--- src/rtl/div_n_bit_if.sv ---
// Start/done handshake bundle between the register file and the iterative divider.
// The master side drives the request and the operands; the slave side returns status and results.
interface div_n_bit_if #(
  parameter int word_size = 32
);
  logic                 start;
  logic [word_size-1:0] R2;
  logic [word_size-1:0] R3;
  logic                 busy;
  logic                 done;
  logic [word_size-1:0] QUO_out;
  logic [word_size-1:0] REM_out;
  logic                 div_zero;

  modport master (
    output start, R2, R3,
    input  busy, done, QUO_out, REM_out, div_zero
  );

  modport slave (
    input  start, R2, R3,
    output busy, done, QUO_out, REM_out, div_zero
  );
endinterface

--- src/rtl/div_n_bit.sv ---
// Multi-cycle unsigned restoring divider: QUO_out = R2 / R3, REM_out = R2 % R3.
// Retires one quotient bit per clock; divide-by-zero short-circuits straight to DONE.
module div_n_bit #(
  parameter int word_size = 32
) (
  input  logic        clk,
  input  logic        reset_n,
  div_n_bit_if.slave  bus
);

  localparam int cnt_w = (word_size > 2) ? $clog2(word_size) : 1;

  typedef enum logic [1:0] {
    IDLE = 2'd0,
    CALC = 2'd1,
    DONE = 2'd2
  } state_t;

  state_t               state;
  state_t               state_next;
  logic [word_size:0]   p_reg;
  logic [word_size:0]   p_next;
  logic [word_size:0]   shifted;
  logic [word_size:0]   trial;
  logic [word_size-1:0] q_reg;
  logic [word_size-1:0] q_next;
  logic [word_size-1:0] d_reg;
  logic [cnt_w-1:0]     cnt;
  logic                 last_iter;
  logic [word_size-1:0] quo_reg;
  logic [word_size-1:0] rem_reg;
  logic                 div_zero_reg;

  assign last_iter = (cnt == cnt_w'(word_size - 1));

  always_ff @(posedge clk or negedge reset_n) begin
    if (!reset_n) begin
      state <= IDLE;
    end else begin
      state <= state_next;
    end
  end

  // Next state plus one restoring step: a negative trial difference keeps the shifted remainder.
  always_comb begin
    state_next = state;
    shifted    = {p_reg[word_size-1:0], q_reg[word_size-1]};
    trial      = shifted - {1'b0, d_reg};
    p_next     = shifted;
    q_next     = {q_reg[word_size-2:0], 1'b0};
    if (!trial[word_size]) begin
      p_next = trial;
      q_next = {q_reg[word_size-2:0], 1'b1};
    end
    case (state)
      IDLE: begin
        if (bus.start) begin
          state_next = (bus.R3 == '0) ? DONE : CALC;
        end
      end
      CALC: begin
        if (last_iter) begin
          state_next = DONE;
        end
      end
      DONE:    state_next = IDLE;
      default: state_next = IDLE;
    endcase
  end

  // Results are written only on entry to DONE, so they hold across the following operation.
  always_ff @(posedge clk or negedge reset_n) begin
    if (!reset_n) begin
      p_reg        <= '0;
      q_reg        <= '0;
      d_reg        <= '0;
      cnt          <= '0;
      quo_reg      <= '0;
      rem_reg      <= '0;
      div_zero_reg <= 1'b0;
    end else begin
      case (state)
        IDLE: begin
          if (bus.start) begin
            d_reg <= bus.R3;
            q_reg <= bus.R2;
            p_reg <= '0;
            cnt   <= '0;
            if (bus.R3 == '0) begin
              quo_reg      <= '1;
              rem_reg      <= bus.R2;
              div_zero_reg <= 1'b1;
            end
          end
        end
        CALC: begin
          p_reg <= p_next;
          q_reg <= q_next;
          cnt   <= cnt + 1'b1;
          if (last_iter) begin
            quo_reg      <= q_next;
            rem_reg      <= p_next[word_size-1:0];
            div_zero_reg <= 1'b0;
          end
        end
        default: begin
        end
      endcase
    end
  end

  assign bus.busy     = (state == CALC);
  assign bus.done     = (state == DONE);
  assign bus.QUO_out  = quo_reg;
  assign bus.REM_out  = rem_reg;
  assign bus.div_zero = div_zero_reg;

endmodule

--- src/flat_wrapper.sv ---
// flat-port wrapper written by rule: the top's interface ports become plain ports
module div_n_bit_flat 
#(
  parameter int word_size = 32
)
  (clk, reset_n, bus_start, bus_R2, bus_R3, bus_busy, bus_done, bus_QUO_out, bus_REM_out, bus_div_zero);
  div_n_bit_if #(.word_size(word_size)) bus_i ();
  input  logic clk;
  input  logic reset_n;
  input wire logic [$bits(bus_i.start)-1:0] bus_start;
  input wire logic [$bits(bus_i.R2)-1:0] bus_R2;
  input wire logic [$bits(bus_i.R3)-1:0] bus_R3;
  output wire logic [$bits(bus_i.busy)-1:0] bus_busy;
  output wire logic [$bits(bus_i.done)-1:0] bus_done;
  output wire logic [$bits(bus_i.QUO_out)-1:0] bus_QUO_out;
  output wire logic [$bits(bus_i.REM_out)-1:0] bus_REM_out;
  output wire logic [$bits(bus_i.div_zero)-1:0] bus_div_zero;
  assign bus_i.start = bus_start;
  assign bus_i.R2 = bus_R2;
  assign bus_i.R3 = bus_R3;
  assign bus_busy = bus_i.busy;
  assign bus_done = bus_i.done;
  assign bus_QUO_out = bus_i.QUO_out;
  assign bus_REM_out = bus_i.REM_out;
  assign bus_div_zero = bus_i.div_zero;
  div_n_bit #(.word_size(word_size)) u_core (.clk(clk), .reset_n(reset_n), .bus(bus_i));
endmodule
--- config.mk ---
export PLATFORM = sky130hd
export DESIGN_NAME = div_n_bit_flat
export DESIGN_NICKNAME = d
export VERILOG_FILES = /design/src/rtl/div_n_bit_if.sv /design/src/rtl/div_n_bit.sv /design/src/flat_wrapper.sv
export SDC_FILE = /design/constraint.sdc
export NUM_CORES = 1
export LEC_CHECK = 0
export BUFFER_PORTS_ARGS = -buffer_cell sky130_fd_sc_hd__buf_2
export CAP_MARGIN = 20
export CORE_ASPECT_RATIO = 0.5
export CORE_MARGIN = 1.5
export CORE_UTILIZATION = 45
export DETAILED_ROUTE_END_ITERATION = 12
export GPL_ROUTABILITY_DRIVEN = 0
export PLACE_DENSITY = 0.66
export SYNTH_ARGS = -nofsm -noshare
export SYNTH_HDL_FRONTEND = slang
export SYNTH_SLANG_ARGS = --single-unit
--- constraint.sdc ---
create_clock -name clk -period 3.1 [get_ports clk]
set_input_delay 0.62 -clock clk [delete_from_list [all_inputs] [get_ports clk]]
set_output_delay 0.62 -clock clk [all_outputs]
set_load 0.05 [all_outputs]
==> results_dict.tcl <==
set metrics [dict create \
    fin_worst_skew_ps 10.45 \
    cts_max_level 4 \
    max_cap_violations 0 \
    average_size_of_a_mapped_cell_sq_um 8.647 \
    drt_iter0_markers 722 \
    largest_net_degree_at_the_start_of_global_routing 72 \
    async_flop_share_pct 100.0 \
    synth-edff-count 0 \
    tritoncts "built" \
    wire_length_of_the_first_global_routing_pass_um 43300 \
    cts-buffers-inserted 17 \
    rsz0062_at_grt "true" \
    dominantRegCellSynth "sky130_fd_sc_hd__dfrtp_1" \
    cts.sink_count 168 \
    vias 8393 \
    io_buffer_count 133 \
    synth.cell_area_sq_mm 0.009226 \
    placed_area_sq_mm 0.01037 \
    max_slew_margin_pct 54.63 \
    io_pins 134 \
    globalRoute.totalOverflow 0 \
    yosys.cell_types.count 71 \
    syn-instance-count 1067 \
    syn-num-nets 1169 \
    initial_standard_cell_utilization_of_the_core_pct 46.66 \
    route.antenna.remaining_nets 0 \
    clk_root_buffer_cell "sky130_fd_sc_hd__clkbuf_16" \
    number_of_detailed_route_iterations_in_the_first_pass 6 \
    path_max_fanout 17 \
    postSynthRegisterBits 168 \
    min_period_ps 3039 \
    clock.fmax_mhz 329.0 \
    detailedPlacementHpwl_um 20230 \
    avgViaCountPerCell 5.663 \
    rows 36 \
    area_growth_from_synthesis_to_layout_pct 19.73 \
    vias_in_the_first_global_route 7965 \
    count_of_hold_fix_buffers_inserted_at_cts 0 \
    start_kind "flip-flop" \
    final_nets 1306 \
    post_route_cells_drive_above_1_share_pct 21.88 \
    cp.arrival_ps 3340 \
    worstMarginPinSlew_ps 680.6 \
    globalRouteTotalUtil_pct 26.02 \
    ys_warn_count 0 \
    seq_area_frac_synth_pct 45.57 \
    routedWlPerCell_um 18.23 \
    cp_data_required_time_ps 3400 \
    cts.path.max_buffers 2 \
    layout_worst_path_cycle_share_pct 98.04 \
    floorplan.die_area_sq_mm 0.02142 \
    worst_setup_hold_path_clk_slew_ps 60 \
    final_cell_area_sq_mm 0.01105 \
    run_status "finished, final reports clean" \
    timing_worst_setup_path_type "flip-flop to flip-flop" \
    setup_total_negative_slack_ps 0 \
    dieWidth_um 205.5 \
    drv_slew 0 \
    wirelength_um 27020 \
    hold_path.class "input port to asynchronous set/reset pin" \
    grt_antenna_before_repair 0 \
    core-area_sq_mm 0.01977 \
    critPathCaptureType "flip-flop" \
    hold_violations 0 \
    clk_latency_ps 440 \
    finalSetupViolCount 0 \
    die_h_um 104.3 \
    fin_worst_hold_slack_ps 162.0 \
    antennaDiodeCount 0 \
    drc 0 \
]
## worst max-delay path, stage by stage, from the launching register on
cell and delay (ps):
sky130_fd_sc_hd__dfrtp_1 430, sky130_fd_sc_hd__ha_2 410, sky130_fd_sc_hd__nand4_1 170, sky130_fd_sc_hd__or4_1 610, sky130_fd_sc_hd__a21oi_4 190, sky130_fd_sc_hd__or4_4 190
sky130_fd_sc_hd__and3_4 230, sky130_fd_sc_hd__buf_12 200, sky130_fd_sc_hd__mux2i_2 360, sky130_fd_sc_hd__o21ai_1 100
## cells in the final DEF (no fill, tap or decap), drive strengths merged, types with 7 or more instances in the layout
cell	count
a21o	8
a21oi	67
a31oi	42
and3	26
buf	180
clkbuf	19
clkinv	8
dfrtp	168
ha	34
inv	50
mux2i	18
nand2	223
nand3	15
nand4	12
nor2	66
nor3	10
nor4	9
o211ai	7
o21a	10
o21ai	134
o21bai	8
xnor2	14
## cell families (layout without fill, tap and decap cells)
| kind of cell | after synthesis | in the layout | share of synthesized area, % |
|---|---|---|---|
| flip-flops | 168 | 168 | 45.57 |
| XOR/XNOR | 20 | 20 | 1.899 |
| multiplexers | 23 | 23 | 2.685 |
| adder cells (fa/ha/maj) | 35 | 35 | 4.828 |
| AO/OA/AOI/OAI | 323 | 323 | 21.45 |
| buffers and inverters | 109 | 258 | 5.045 |
| AND/OR/NAND/NOR | 389 | 389 | 18.52 |
## area by class of cell
cell class | count | area [sq um]
fillers | 1781 | 8727
multi-input cells | 790 | 4711
flip-flops and latches | 168 | 4204
repair buffers | 180 | 1079
clock buffers | 19 | 452.9
well taps | 266 | 332.8
inverters | 47 | 176.4
clock inverters | 12 | 91.34
## synth_stat cells, types with 3 or more instances
cell type,number,area share (%)
sky130_fd_sc_hd__a211oi_1,4,0.33
sky130_fd_sc_hd__buf_1,4,0.16
sky130_fd_sc_hd__nand2_1,223,9.1
sky130_fd_sc_hd__nand2b_1,5,0.34
sky130_fd_sc_hd__o21ai_2,5,0.47
sky130_fd_sc_hd__inv_1,46,1.9
sky130_fd_sc_hd__o221ai_1,4,0.38
sky130_fd_sc_hd__a22o_1,4,0.38
sky130_fd_sc_hd__and2_1,4,0.27
sky130_fd_sc_hd__a21o_1,8,0.65
sky130_fd_sc_hd__and3_1,25,1.7
sky130_fd_sc_hd__nor3b_1,3,0.24
sky130_fd_sc_hd__o211ai_2,3,0.41
sky130_fd_sc_hd__a31o_2,3,0.28
sky130_fd_sc_hd__clkbuf_1,50,2.0
sky130_fd_sc_hd__nor3_1,10,0.54
sky130_fd_sc_hd__o211ai_1,4,0.33
sky130_fd_sc_hd__mux2i_1,18,2.0
sky130_fd_sc_hd__nor4_1,9,0.61
sky130_fd_sc_hd__xor2_1,6,0.57
sky130_fd_sc_hd__a21oi_1,63,3.4
sky130_fd_sc_hd__a31oi_1,42,2.8
sky130_fd_sc_hd__nor2_1,66,2.7
sky130_fd_sc_hd__xnor2_1,14,1.3
sky130_fd_sc_hd__nor2b_1,5,0.34
sky130_fd_sc_hd__o21ai_1,32,1.7
sky130_fd_sc_hd__o22ai_1,4,0.27
sky130_fd_sc_hd__and4_1,3,0.28
sky130_fd_sc_hd__buf_6,3,0.37
sky130_fd_sc_hd__o21bai_1,8,0.65
sky130_fd_sc_hd__nand3_1,15,0.81
sky130_fd_sc_hd__a21oi_2,4,0.38
sky130_fd_sc_hd__dfrtp_1,168,46
sky130_fd_sc_hd__o21ai_0,97,5.3
sky130_fd_sc_hd__o21a_1,10,0.81
sky130_fd_sc_hd__nand4_1,12,0.81
sky130_fd_sc_hd__o31ai_1,4,0.33
sky130_fd_sc_hd__ha_1,34,4.6
sky130_fd_sc_hd__mux2_4,3,0.49
## final timing paths
check                                             from  slack [ps]                endpoint  cells after the start
worst max-delay path                  u_core.p_reg[20]          60        u_core.p_reg[19]                      9
worst min-delay path                           reset_n         160        u_core.d_reg[11]                      1
worst max register to register        u_core.p_reg[20]          60        u_core.p_reg[19]                      9
worst min register to register  u_core.bus.QUO_out[22]         460  u_core.bus.QUO_out[22]                      2
max in group asynchronous                      reset_n        2180        u_core.p_reg[19]                      2
min in group clk                            bus_R3[28]         400        u_core.d_reg[28]                      3
## per-stage QoR
stage / setup WS (ps) / instances / util, %
after floorplan: 267.2 / 1067 / -
after global placement: 11.58 / 1449 / 52.43
after detailed placement: -52.18 / 1449 / 52.43
after CTS: 22.17 / 1480 / 55.29
after global routing: -23.41 / 1482 / 55.87
final: 60.89 / 1482 / 55.87
## timing repair
action,in CTS,in global routing
setup endpoints to repair,6,45
gates cloned,0,0
pin swaps,0,1
setup buffers,0,2
resized for setup,5,23
## routing by layer
layer,up-vias,share of wire (%),wire length [um],GRT usage [%]
met5,-,0,0,0
met4,0,1.6,434,7.351
met3,35,8.0,2173,6.391
met2,315,41,11060,35.59
met1,4005,49,13360,40.08
li1,4038,-,-,-
Power is not shown: default switching activity piles up to over one toggle a cycle in this logic, so the estimate is an artifact.
